## config.mk

```make
export PLATFORM = sky130hd
export DESIGN_NAME = regtest_stim_flat
export DESIGN_NICKNAME = d
export VERILOG_FILES = /design/src/rtl/regtest_stim_pkg.sv /design/src/rtl/regtest_stim_if.sv /design/src/rtl/regtest_lfsr32.sv /design/src/rtl/regtest_stim.sv /design/src/flat_wrapper.sv
export SDC_FILE = /design/constraint.sdc
export NUM_CORES = 1
export LEC_CHECK = 0
export CELL_PAD_IN_SITES_DETAIL_PLACEMENT = 0
export CELL_PAD_IN_SITES_GLOBAL_PLACEMENT = 2
export CORE_MARGIN = 8
export CORE_UTILIZATION = 32
export CTS_CLUSTER_DIAMETER = 120
export DETAILED_ROUTE_END_ITERATION = 12
export PLACE_DENSITY = 0.88
export SLEW_MARGIN = 10
export SYNTH_ARGS = -nofsm -noshare
export SYNTH_HDL_FRONTEND = slang
export SYNTH_SLANG_ARGS = --single-unit
```

## constraint.sdc

```tcl
create_clock -name clk -period 5.65 [get_ports clk]
set_input_delay 0.565 -clock clk [delete_from_list [all_inputs] [get_ports clk]]
set_output_delay 0.565 -clock clk [all_outputs]
set_load 0.02 [all_outputs]
```

## src/rtl/regtest_stim_pkg.sv

```systemverilog
// Shared types, defaults and the LFSR step function for the register-test stimulus generator.
package regtest_stim_pkg;

  localparam int unsigned DATA_W          = 32;
  localparam int unsigned CNT_W           = 16;
  localparam int unsigned LED_W           = 8;
  localparam int unsigned HOLD_CYCLES_DEF = 3;
  localparam logic [DATA_W-1:0] LFSR_TAPS_DEF = 32'h8020_0003;

  typedef enum logic [1:0] {
    ST_IDLE  = 2'd0,
    ST_RUN   = 2'd1,
    ST_DRAIN = 2'd2,
    ST_DONE  = 2'd3
  } state_e;

  // One Galois shift: shift right, xor the tap mask in when the bit leaving the register was set.
  function automatic logic [DATA_W-1:0] lfsr_step(input logic [DATA_W-1:0] v,
                                                 input logic [DATA_W-1:0] taps);
    return (v >> 1) ^ (v[0] ? taps : {DATA_W{1'b0}});
  endfunction

endpackage

```

## src/rtl/regtest_stim_if.sv

```systemverilog
// Stimulus/result signals between the run controller and whoever drives it.
interface regtest_stim_if;
  import regtest_stim_pkg::*;

  logic                start;
  logic [DATA_W-1:0]   seed;
  logic [CNT_W-1:0]    rounds;
  logic [LED_W-1:0]    led_in;
  logic [DATA_W-1:0]   instr;
  logic                busy;
  logic                done;
  logic [DATA_W-1:0]   signature;
  logic [CNT_W-1:0]    round_cnt;

  modport master (
    output start, seed, rounds, led_in,
    input  instr, busy, done, signature, round_cnt
  );

  modport slave (
    input  start, seed, rounds, led_in,
    output instr, busy, done, signature, round_cnt
  );

endinterface

```

## src/rtl/regtest_lfsr32.sv

```systemverilog
// 32-bit Galois LFSR with synchronous load and step enable; load wins over step.
module regtest_lfsr32
  import regtest_stim_pkg::*;
#(
  parameter logic [DATA_W-1:0] TAPS = LFSR_TAPS_DEF
) (
  input  logic              clk,
  input  logic              rstn,
  input  logic              load,
  input  logic              step,
  input  logic [DATA_W-1:0] seed,
  output logic [DATA_W-1:0] q
);

  // LFSR register; the caller never loads zero, so the lock-up state is unreachable.
  always_ff @(posedge clk) begin
    if (!rstn) begin
      q <= DATA_W'(1);
    end else if (load) begin
      q <= seed;
    end else if (step) begin
      q <= lfsr_step(q, TAPS);
    end
  end

endmodule

```

## src/rtl/regtest_stim.sv

```systemverilog
// Run controller: issues LFSR instruction words, each held for HOLD_CYCLES, and folds the core's results.
module regtest_stim
  import regtest_stim_pkg::*;
#(
  parameter int unsigned       HOLD_CYCLES = HOLD_CYCLES_DEF,  // at least 2
  parameter logic [DATA_W-1:0] LFSR_TAPS   = LFSR_TAPS_DEF
) (
  input  logic           clk,
  input  logic           rstn,
  regtest_stim_if.slave  bus
);

  localparam int unsigned    HC_W    = (HOLD_CYCLES > 2) ? $clog2(HOLD_CYCLES) : 1;
  localparam logic [HC_W-1:0] HC_LAST = HC_W'(HOLD_CYCLES - 1);

  state_e             state_q, state_d;
  logic [DATA_W-1:0]  instr_q, instr_d;
  logic               busy_q, busy_d;
  logic               done_q, done_d;
  logic [DATA_W-1:0]  sig_q, sig_d;
  logic [CNT_W-1:0]   rc_q, rc_d;
  logic [CNT_W-1:0]   rounds_q, rounds_d;
  logic [HC_W-1:0]    hold_q, hold_d;

  logic               lfsr_load;
  logic               lfsr_adv;
  logic [DATA_W-1:0]  lfsr_q;
  logic [DATA_W-1:0]  seed_eff;
  logic [DATA_W-1:0]  fold;
  logic [CNT_W-1:0]   rc_inc;

  // A zero seed would lock the LFSR, so it is remapped to 1.
  assign seed_eff = (bus.seed == '0) ? DATA_W'(1) : bus.seed;

  // Rotate-left-by-one of the signature, xor'd with the result byte of the word just finished.
  assign fold   = {sig_q[DATA_W-2:0], sig_q[DATA_W-1]} ^ {{(DATA_W-LED_W){1'b0}}, bus.led_in};
  assign rc_inc = rc_q + CNT_W'(1);

  regtest_lfsr32 #(
    .TAPS (LFSR_TAPS)
  ) u_lfsr (
    .clk  (clk),
    .rstn (rstn),
    .load (lfsr_load),
    .step (lfsr_adv),
    .seed (seed_eff),
    .q    (lfsr_q)
  );

  // Next-state and next-register values; busy/done are decoded from the next state so they stay registered.
  always_comb begin
    state_d   = state_q;
    instr_d   = instr_q;
    sig_d     = sig_q;
    rc_d      = rc_q;
    rounds_d  = rounds_q;
    hold_d    = hold_q;
    lfsr_load = 1'b0;
    lfsr_adv  = 1'b0;

    case (state_q)
      ST_IDLE, ST_DONE: begin
        if (bus.start) begin
          sig_d = '0;
          rc_d  = '0;
          if (bus.rounds != '0) begin
            rounds_d  = bus.rounds;
            lfsr_load = 1'b1;
            instr_d   = seed_eff;
            hold_d    = '0;
            state_d   = ST_RUN;
          end else begin
            state_d   = ST_DONE;
          end
        end
      end

      ST_RUN: begin
        // The first cycle of every word after the first folds the previous word's result.
        if (hold_q == '0 && rc_q != '0) begin
          sig_d = fold;
        end
        if (hold_q == HC_LAST) begin
          hold_d = '0;
          rc_d   = rc_inc;
          if (rc_inc == rounds_q) begin
            state_d = ST_DRAIN;
          end else begin
            lfsr_adv = 1'b1;
            instr_d  = lfsr_step(lfsr_q, LFSR_TAPS);
          end
        end else begin
          hold_d = hold_q + HC_W'(1);
        end
      end

      ST_DRAIN: begin
        sig_d   = fold;
        state_d = ST_DONE;
      end

      default: state_d = ST_IDLE;
    endcase

    busy_d = (state_d == ST_RUN) || (state_d == ST_DRAIN);
    done_d = (state_d == ST_DONE);
  end

  // State and datapath registers with synchronous active-low reset.
  always_ff @(posedge clk) begin
    if (!rstn) begin
      state_q  <= ST_IDLE;
      instr_q  <= '0;
      busy_q   <= 1'b0;
      done_q   <= 1'b0;
      sig_q    <= '0;
      rc_q     <= '0;
      rounds_q <= '0;
      hold_q   <= '0;
    end else begin
      state_q  <= state_d;
      instr_q  <= instr_d;
      busy_q   <= busy_d;
      done_q   <= done_d;
      sig_q    <= sig_d;
      rc_q     <= rc_d;
      rounds_q <= rounds_d;
      hold_q   <= hold_d;
    end
  end

  assign bus.instr     = instr_q;
  assign bus.busy      = busy_q;
  assign bus.done      = done_q;
  assign bus.signature = sig_q;
  assign bus.round_cnt = rc_q;

endmodule

```

## src/flat_wrapper.sv

```systemverilog
// flat-port wrapper written by rule: the top's interface ports become plain ports
module regtest_stim_flat import regtest_stim_pkg::*;
#(
  parameter int unsigned       HOLD_CYCLES = HOLD_CYCLES_DEF,               
  parameter logic [DATA_W-1:0] LFSR_TAPS   = LFSR_TAPS_DEF
)
  (clk, rstn, bus_start, bus_seed, bus_rounds, bus_led_in, bus_instr, bus_busy, bus_done, bus_signature, bus_round_cnt);
  regtest_stim_if bus_i ();
  input  logic clk;
  input  logic rstn;
  input wire logic [$bits(bus_i.start)-1:0] bus_start;
  input wire logic [$bits(bus_i.seed)-1:0] bus_seed;
  input wire logic [$bits(bus_i.rounds)-1:0] bus_rounds;
  input wire logic [$bits(bus_i.led_in)-1:0] bus_led_in;
  output wire logic [$bits(bus_i.instr)-1:0] bus_instr;
  output wire logic [$bits(bus_i.busy)-1:0] bus_busy;
  output wire logic [$bits(bus_i.done)-1:0] bus_done;
  output wire logic [$bits(bus_i.signature)-1:0] bus_signature;
  output wire logic [$bits(bus_i.round_cnt)-1:0] bus_round_cnt;
  assign bus_i.start = bus_start;
  assign bus_i.seed = bus_seed;
  assign bus_i.rounds = bus_rounds;
  assign bus_i.led_in = bus_led_in;
  assign bus_instr = bus_i.instr;
  assign bus_busy = bus_i.busy;
  assign bus_done = bus_i.done;
  assign bus_signature = bus_i.signature;
  assign bus_round_cnt = bus_i.round_cnt;
  regtest_stim #(.HOLD_CYCLES(HOLD_CYCLES), .LFSR_TAPS(LFSR_TAPS)) u_core (.clk(clk), .rstn(rstn), .bus(bus_i));
endmodule
```

==> results of run 1 <==
==> worst register-to-register path, stage by stage (launching register included) <==
cell      delay (ns)
dfxtp_1         0.62
nand4_1         0.36
nor3_1          0.55
o211ai_1        0.24
a221oi_4        0.36
and4b_2         0.69
nand2_1         0.16
a21oi_1         0.20
ha_1            0.24
and2_1          0.15
==> layout make-up <==
| cell class | instances | area [um2] | share of cell area |
|---|---|---|---|
| Inverter | 8 | 30.0 | 0.00348 |
| Timing Repair Buffer | 152 | 1490 | 0.173 |
| Multi-Input combinational cell | 573 | 3520 | 0.409 |
| Tap cell | 270 | 338 | 0.0392 |
| Clock buffer | 17 | 425 | 0.0493 |
| Clock inverter | 15 | 133 | 0.0154 |
| Sequential cell | 134 | 2680 | 0.311 |
==> synth_stat cells (all sizes together), types with 2 or more instances <==
cell type | n | share of area
nand3 | 6 | 0.0046
a41oi | 2 | 0.0027
xor2 | 16 | 0.021
nor2b | 3 | 0.0029
nor2 | 65 | 0.037
and2 | 4 | 0.0038
clkbuf | 54 | 0.031
o21ai | 67 | 0.051
o32ai | 2 | 0.0027
a21oi | 98 | 0.075
nand2b | 4 | 0.0038
inv | 8 | 0.0046
nor4 | 21 | 0.020
and3 | 4 | 0.0038
a311oi | 32 | 0.043
dfxtp | 134 | 0.41
and4 | 3 | 0.0040
a211oi | 7 | 0.0080
a31oi | 34 | 0.032
a21o | 2 | 0.0023
o211ai | 5 | 0.0057
nand2 | 61 | 0.035
a21bo | 3 | 0.0046
ha | 5 | 0.0096
mux2i | 30 | 0.046
or3 | 3 | 0.0029
buf | 23 | 0.019
nand4 | 9 | 0.0096
or4 | 2 | 0.0023
xnor2 | 15 | 0.020
nor3 | 17 | 0.014
or2 | 2 | 0.0019
a22oi | 34 | 0.039
a21boi | 2 | 0.0023
==> path summary, 6_finish.rpt <==
check	depth (start not counted)	slack, ns	to	startpoint
setup reg to reg	9	1.98	u_core.bus.busy	u_core.bus.round_cnt[4]
setup / recovery	9	1.98	u_core.bus.busy	u_core.bus.round_cnt[4]
hold / removal	2	0.47	u_core.rounds_q[14]	u_core.rounds_q[14]
hold reg to reg	2	0.47	u_core.rounds_q[14]	u_core.rounds_q[14]
==> sequential cells by signal, indices dropped and copies added, names as in the netlist, 2 cells and up <==
register,count
u_core.bus.instr,32
u_core.bus.signature,32
u_core.state_q,2
u_core.rounds_q,16
u_core.hold_q,2
u_core.u_lfsr.q,32
u_core.bus.round_cnt,16
==> stage by stage <==
step,setup WS (ns),hold WS [ns],cells
final,1.98,0.469,1169
after floorplan,2.76,0.445,792
after detailed placement,2.02,0.464,1137
after global placement,2.13,0.463,1137
after global routing,1.72,0.481,1169
after CTS,2.01,0.472,1169
==> cells by family after synthesis <==
group | share of synthesized area
AO/OA/AOI/OAI | 0.281
AND/OR/NAND/NOR | 0.157
flip-flops | 0.410
buffers and inverters | 0.0541
XOR/XNOR | 0.0415
multiplexers | 0.0476
adder cells (fa/ha/maj) | 0.00956
==> per-layer routing <==
metal / GRT usage / routed length, um / vias to the layer above
met5: 0 / 0 / -
met1: 0.207 / 9870 / 2941
li1: - / - / 3132
met3: 0.0455 / 1000 / 17
met2: 0.269 / 9810 / 122
met4: 0.0506 / 286 / 0
==> power groups by stage <==
| stage | logic [W] | clock network (W) | registers, W |
|---|---|---|---|
| 4_1_cts | 0.00140 | 0.00110 | 0.00127 |
| 6_report | 0.00138 | 0.00106 | 0.00127 |
| 3_5_place_dp | 0.00140 | 0 | 0.00128 |
| 2_1_floorplan | 0.000815 | 0 | 0.00137 |
| 3_3_place_gp | 0.00139 | 0 | 0.00129 |
| 5_1_grt | 0.00154 | 0.00114 | 0.00129 |
==> flow_summary_export.csv, run 1 <==
group,metric,value,unit
clocking,cts_max_level,4,
run_status,status,"finished, final reports clean",
place,port_buffers,140,
drt,drtIter0Drc,338,
clocking,numCtsBuffers,17,
worst_hold_path,worstHoldPathType,"reg2reg",
global_routing,antenna_found_initial,0,
floorplan,die_h,159,um
synthesis,synth_cells,792,
clocking,ctsHoldBuffers,0,
drt,wire_per_inst,17.9,um
sta,skew,0.0114,ns
drt,detail_route.first_pass.iterations,4,
power,ir_drop,0.236,mV
power,totalPowerFinal,0.00371,W
drt,ant_nets,0,
cells_and_area,mostFrequentLayoutCells,"clkdlybuf4s50_1, dfxtp_1, a21oi_1",
synthesis,synth_seq_cells,134,
cells_and_area,nets,950,
sta,max_freq,272,MHz
critical_path,crit_buf_inv,0,
global_routing,grt.total_usage,0.164,
sta,setup_viol,0,
synthesis,async_reset_ff_frac,0,
clocking,cts_tree,"built",
sta,worstMarginPinSlew,1.10,ns
power,p_leak,2.95,nW
synthesis,yosys_warnings,0,
critical_path,worst-setup-path-type,"reg2reg",
critical_path,worst-path-max-fanout,31,
drt,viasPerCell,5.31,
floorplan,core_area,20200,um2
power,switchingPower,0.00143,W
power,comb_power_share,0.372,
place,place_hpwl,14.1,mm
cells_and_area,final_util,0.428,
global_routing,grt_pass1_wl,34.2,mm
power,switching_share,0.384,
cells_and_area,num_antenna_cells,0,
synthesis,syn_nets,856,
drt,num_vias,6212,
critical_path,crit_path_cell_trace,"nand4_1 > nor3_1 > o211ai_1 > a221oi_4 > and4b_2 > nand2_1 > a21oi_1 > ha_1 > and2_1",
clocking,cts_setup_buffers,0,
sta,period_minus_slack,3.67,ns
place,gp_congestion,0.838,
critical_path,end_kind,"flop",
place,placed_cell_area,8070,um2
power,powerDensity,431,nW/um2
critical_path,path_delay_family,"simple AND/OR/NAND/NOR gates",
sta,rsz0062_at_grt,"no",
critical_path,slowest_delay,0.69,ns
clocking,cts-root-buf,"clkbuf_16",
sta,period_share,0.650,
synthesis,synth_area,6550,um2
floorplan,num_io_pins,141,
critical_path,crit_slowest_cell,"and4b_2",
power,p_clk_frac,0.287,
clocking,cts_resized,0,
global_routing,overflow,0,
floorplan,chipWidth,159,um
power,p_seq_frac,0.341,
clocking,cts.sinks,134,
run,cap_viol_max_count,0,
cells_and_area,layout_commonest_cell,"clkdlybuf4s50_1",
synthesis,synth_edf_count,0,
clocking,path_clk_slew,0.06,ns
critical_path,cp.arrival,3.99,ns
synthesis,synth_ff_type,"dfxtp_1",
sta,finalHoldViolCount,0,
synthesis,yosysUniqueCellTypes,55,
cells_and_area,fillCellCount,2057,
cells_and_area,drive_gt1_frac,0.0656,
cells_and_area,syn2layout_area_growth,31.8,%
synthesis,avgSynthCellArea,8.26,um2
critical_path,cp-start-kind,"flop",
drt,routed_wl,21.0,mm
synthesis,yosysSeqAreaShare,0.410,
global_routing,grt_pass1_vias,6197,
sta,slew_headroom,0.265,
floorplan,start_util,0.325,
clocking,clockBufferDepth,2,
floorplan,rows,52,
global_routing,grt_max_degree,62,
power,p_int,0.00229,W
sta,tns,0,ns
drt,drc_errors,0,
cells_and_area,design_area,8620,um2
clocking,clock_latency,0.43,ns
sta,maxSlewViolCount,0,
floorplan,die_area,25300,um2
critical_path,cp.required,5.97,ns
Power figures use the tool's default switching activity.
==> run 2: changes to the inputs <==
CORE_UTILIZATION = 27   (was 32)
PLACE_DENSITY = 0.8   (was 0.88)
clock period = 3.3 ns   (was 5.65 ns; I/O delays follow)
==> flow_summary_export.csv, run 2 (synthesis gave the netlist of run 1 again) <==
group,metric,value,unit
critical_path,end_kind,"flop",
drt,drtIter0Drc,390,
floorplan,num_io_pins,141,
sta,rsz0062_at_grt,"no",
floorplan,chipWidth,172,um
drt,top_layer,"met4",
clocking,cts-root-buf,"clkbuf_16",
critical_path,path_delay_family,"simple AND/OR/NAND/NOR gates",
cells_and_area,num_antenna_cells,0,
power,comb_power_share,0.371,
drt,met2_length,10.3,mm
critical_path,worst-path-max-fanout,8,
floorplan,core_area,24000,um2
cells_and_area,layout_commonest_cell,"clkdlybuf4s50_1",
power,powerDensity,744,nW/um2
critical_path,cp-start-kind,"flop",
power,switching_share,0.368,
power,p_int,0.00420,W
place,gp_congestion,0.820,
cells_and_area,fillCellCount,2479,
critical_path,worst-setup-path-type,"reg2reg",
global_routing,grt_pass1_vias,6338,
clocking,clockBufferDepth,2,
floorplan,die_area,29500,um2
power,p_seq_frac,0.329,
sta,tns,0,ns
global_routing,grt_max_degree,62,
critical_path,slowest_delay,0.64,ns
sta,period_minus_slack,2.95,ns
cells_and_area,syn2layout_area_growth,36.2,%
cells_and_area,drive_gt1_frac,0.0841,
run_status,status,"finished, final reports clean",
cells_and_area,mostFrequentLayoutCells,"clkdlybuf4s50_1, dfxtp_1, a21oi_1",
cells_and_area,finalNonFillerCells,1240,
critical_path,crit_buf_inv,0,
critical_path,cp.arrival,3.26,ns
floorplan,start_util,0.272,
critical_path,worstRegToRegCells,9,
critical_path,cp.required,3.61,ns
drt,num_vias,6371,
drt,wl_met1,10.4,mm
critical_path,critPathMostFrequentCell,"a21oi_1",
critical_path,r2r_start,"u_core.bus.round_cnt[7]",
drt,wire_per_inst,17.9,um
power,p_leak,3.07,nW
cells_and_area,final_util,0.371,
drt,routed_wl,22.2,mm
sta,finalHoldViolCount,0,
floorplan,rows,57,
global_routing,antenna_found_initial,0,
sta,period_share,0.895,
clocking,path_clk_slew,0.06,ns
drt,viasPerCell,5.14,
clocking,cts.sinks,134,
critical_path,ff2ff_setup_slack,0.35,ns
worst_hold_path,hp-start,"u_core.rounds_q[0]",
clocking,numCtsBuffers,17,
place,place_hpwl,15.1,mm
run,cap_viol_max_count,0,
cells_and_area,seq_area,2680,um2
power,p_clk_frac,0.301,
worst_hold_path,min_delay_path_depth,2,
power,switchingPower,0.00244,W
drt,ant_nets,0,
sta,worstMarginPinSlew,0.808,ns
drt,drc_errors,0,
clocking,ctsHoldBuffers,0,
clocking,cts_setup_buffers,0,
place,placed_cells,1208,
global_routing,overflow,0,
sta,maxSlewViolCount,0,
clocking,cts_max_level,4,
drt,detail_route.first_pass.iterations,4,
sta,max_freq,339,MHz
critical_path,startpoint,"u_core.bus.round_cnt[7]",
sta,slew_headroom,0.456,
cells_and_area,multi_input_area,3540,um2
global_routing,grt.total_usage,0.149,
floorplan,die_h,172,um
critical_path,cp.depth,9,
clocking,cts_tree,"built",
sta,skew,0.0118,ns
global_routing,grt_pass1_wl,35.0,mm
worst_hold_path,worstHoldPathType,"reg2reg",
critical_path,crit_slowest_cell,"or4_1",
critical_path,crit_path_cell_trace,"nand4_1 > or4_1 > xnor2_1 > a21oi_1 > and4b_2 > nand2_1 > a21oi_1 > ha_1 > and2_1",
critical_path,r2r_end,"u_core.bus.busy",
place,port_buffers,140,
worst_hold_path,worstHoldEndpoint,"u_core.rounds_q[0]",
cells_and_area,nets,967,
sta,setup_viol,0,
power,ir_drop,0.347,mV
clocking,clock_latency,0.42,ns
drt,wl_met3,1.25,mm
run 2: worst max path at each step:
stage / to
detailed placement: u_core.bus.busy
floorplan: u_core.bus.busy
CTS: u_core.bus.busy
finish: u_core.bus.busy
global placement: u_core.bus.busy
global route: u_core.bus.busy
run 2: worst reg2reg max path: stages (launching register included):
cell,delay [ns]
dfxtp_1,0.45
nand4_1,0.34
or4_1,0.64
xnor2_1,0.19
a21oi_1,0.30
and4b_2,0.30
nand2_1,0.07
a21oi_1,0.17
ha_1,0.24
and2_1,0.15
run 2: layout make-up:
class | count | share of cell area
clock buffer | 19 | 0.0497
clock inverter | 13 | 0.0192
inverter | 8 | 0.00337
multi-input combinational | 573 | 0.397
sequential | 134 | 0.301
tap | 324 | 0.0455
timing repair buffer | 169 | 0.184
run 2: layer usage:
metal  vias up  GRT usage
met3        20     0.0399
met1      3020      0.191
li1       3173          -
met5         -          0
met4         0     0.0484
met2       158      0.239
run 2: metrics by stage:
stage,power [W],hold slack [ns],cell area (um2),setup slack (ns)
finish,0.00663,0.477,8910,0.346
global route,0.00704,0.486,8910,0.00436
CTS,0.00672,0.479,8900,0.261
detailed placement,0.00468,0.471,8290,0.277
global placement,0.00468,0.463,8290,0.343
floorplan,0.00375,0.445,6550,0.407
run 2: repair_timing:
item,4_1_cts,5_1_grt
setup endpoints to repair,0,21
gates resized for setup,0,2
endpoints found under the hold margin,0,0
run 2: power by group through the flow:
stage / logic [W] / registers [W] / clock network (W)
floorplan: 0.00140 / 0.00235 / 0
global placement: 0.00247 / 0.00221 / 0
detailed placement: 0.00247 / 0.00221 / 0
CTS: 0.00248 / 0.00218 / 0.00205
global route: 0.00270 / 0.00223 / 0.00212
finish: 0.00246 / 0.00218 / 0.00199
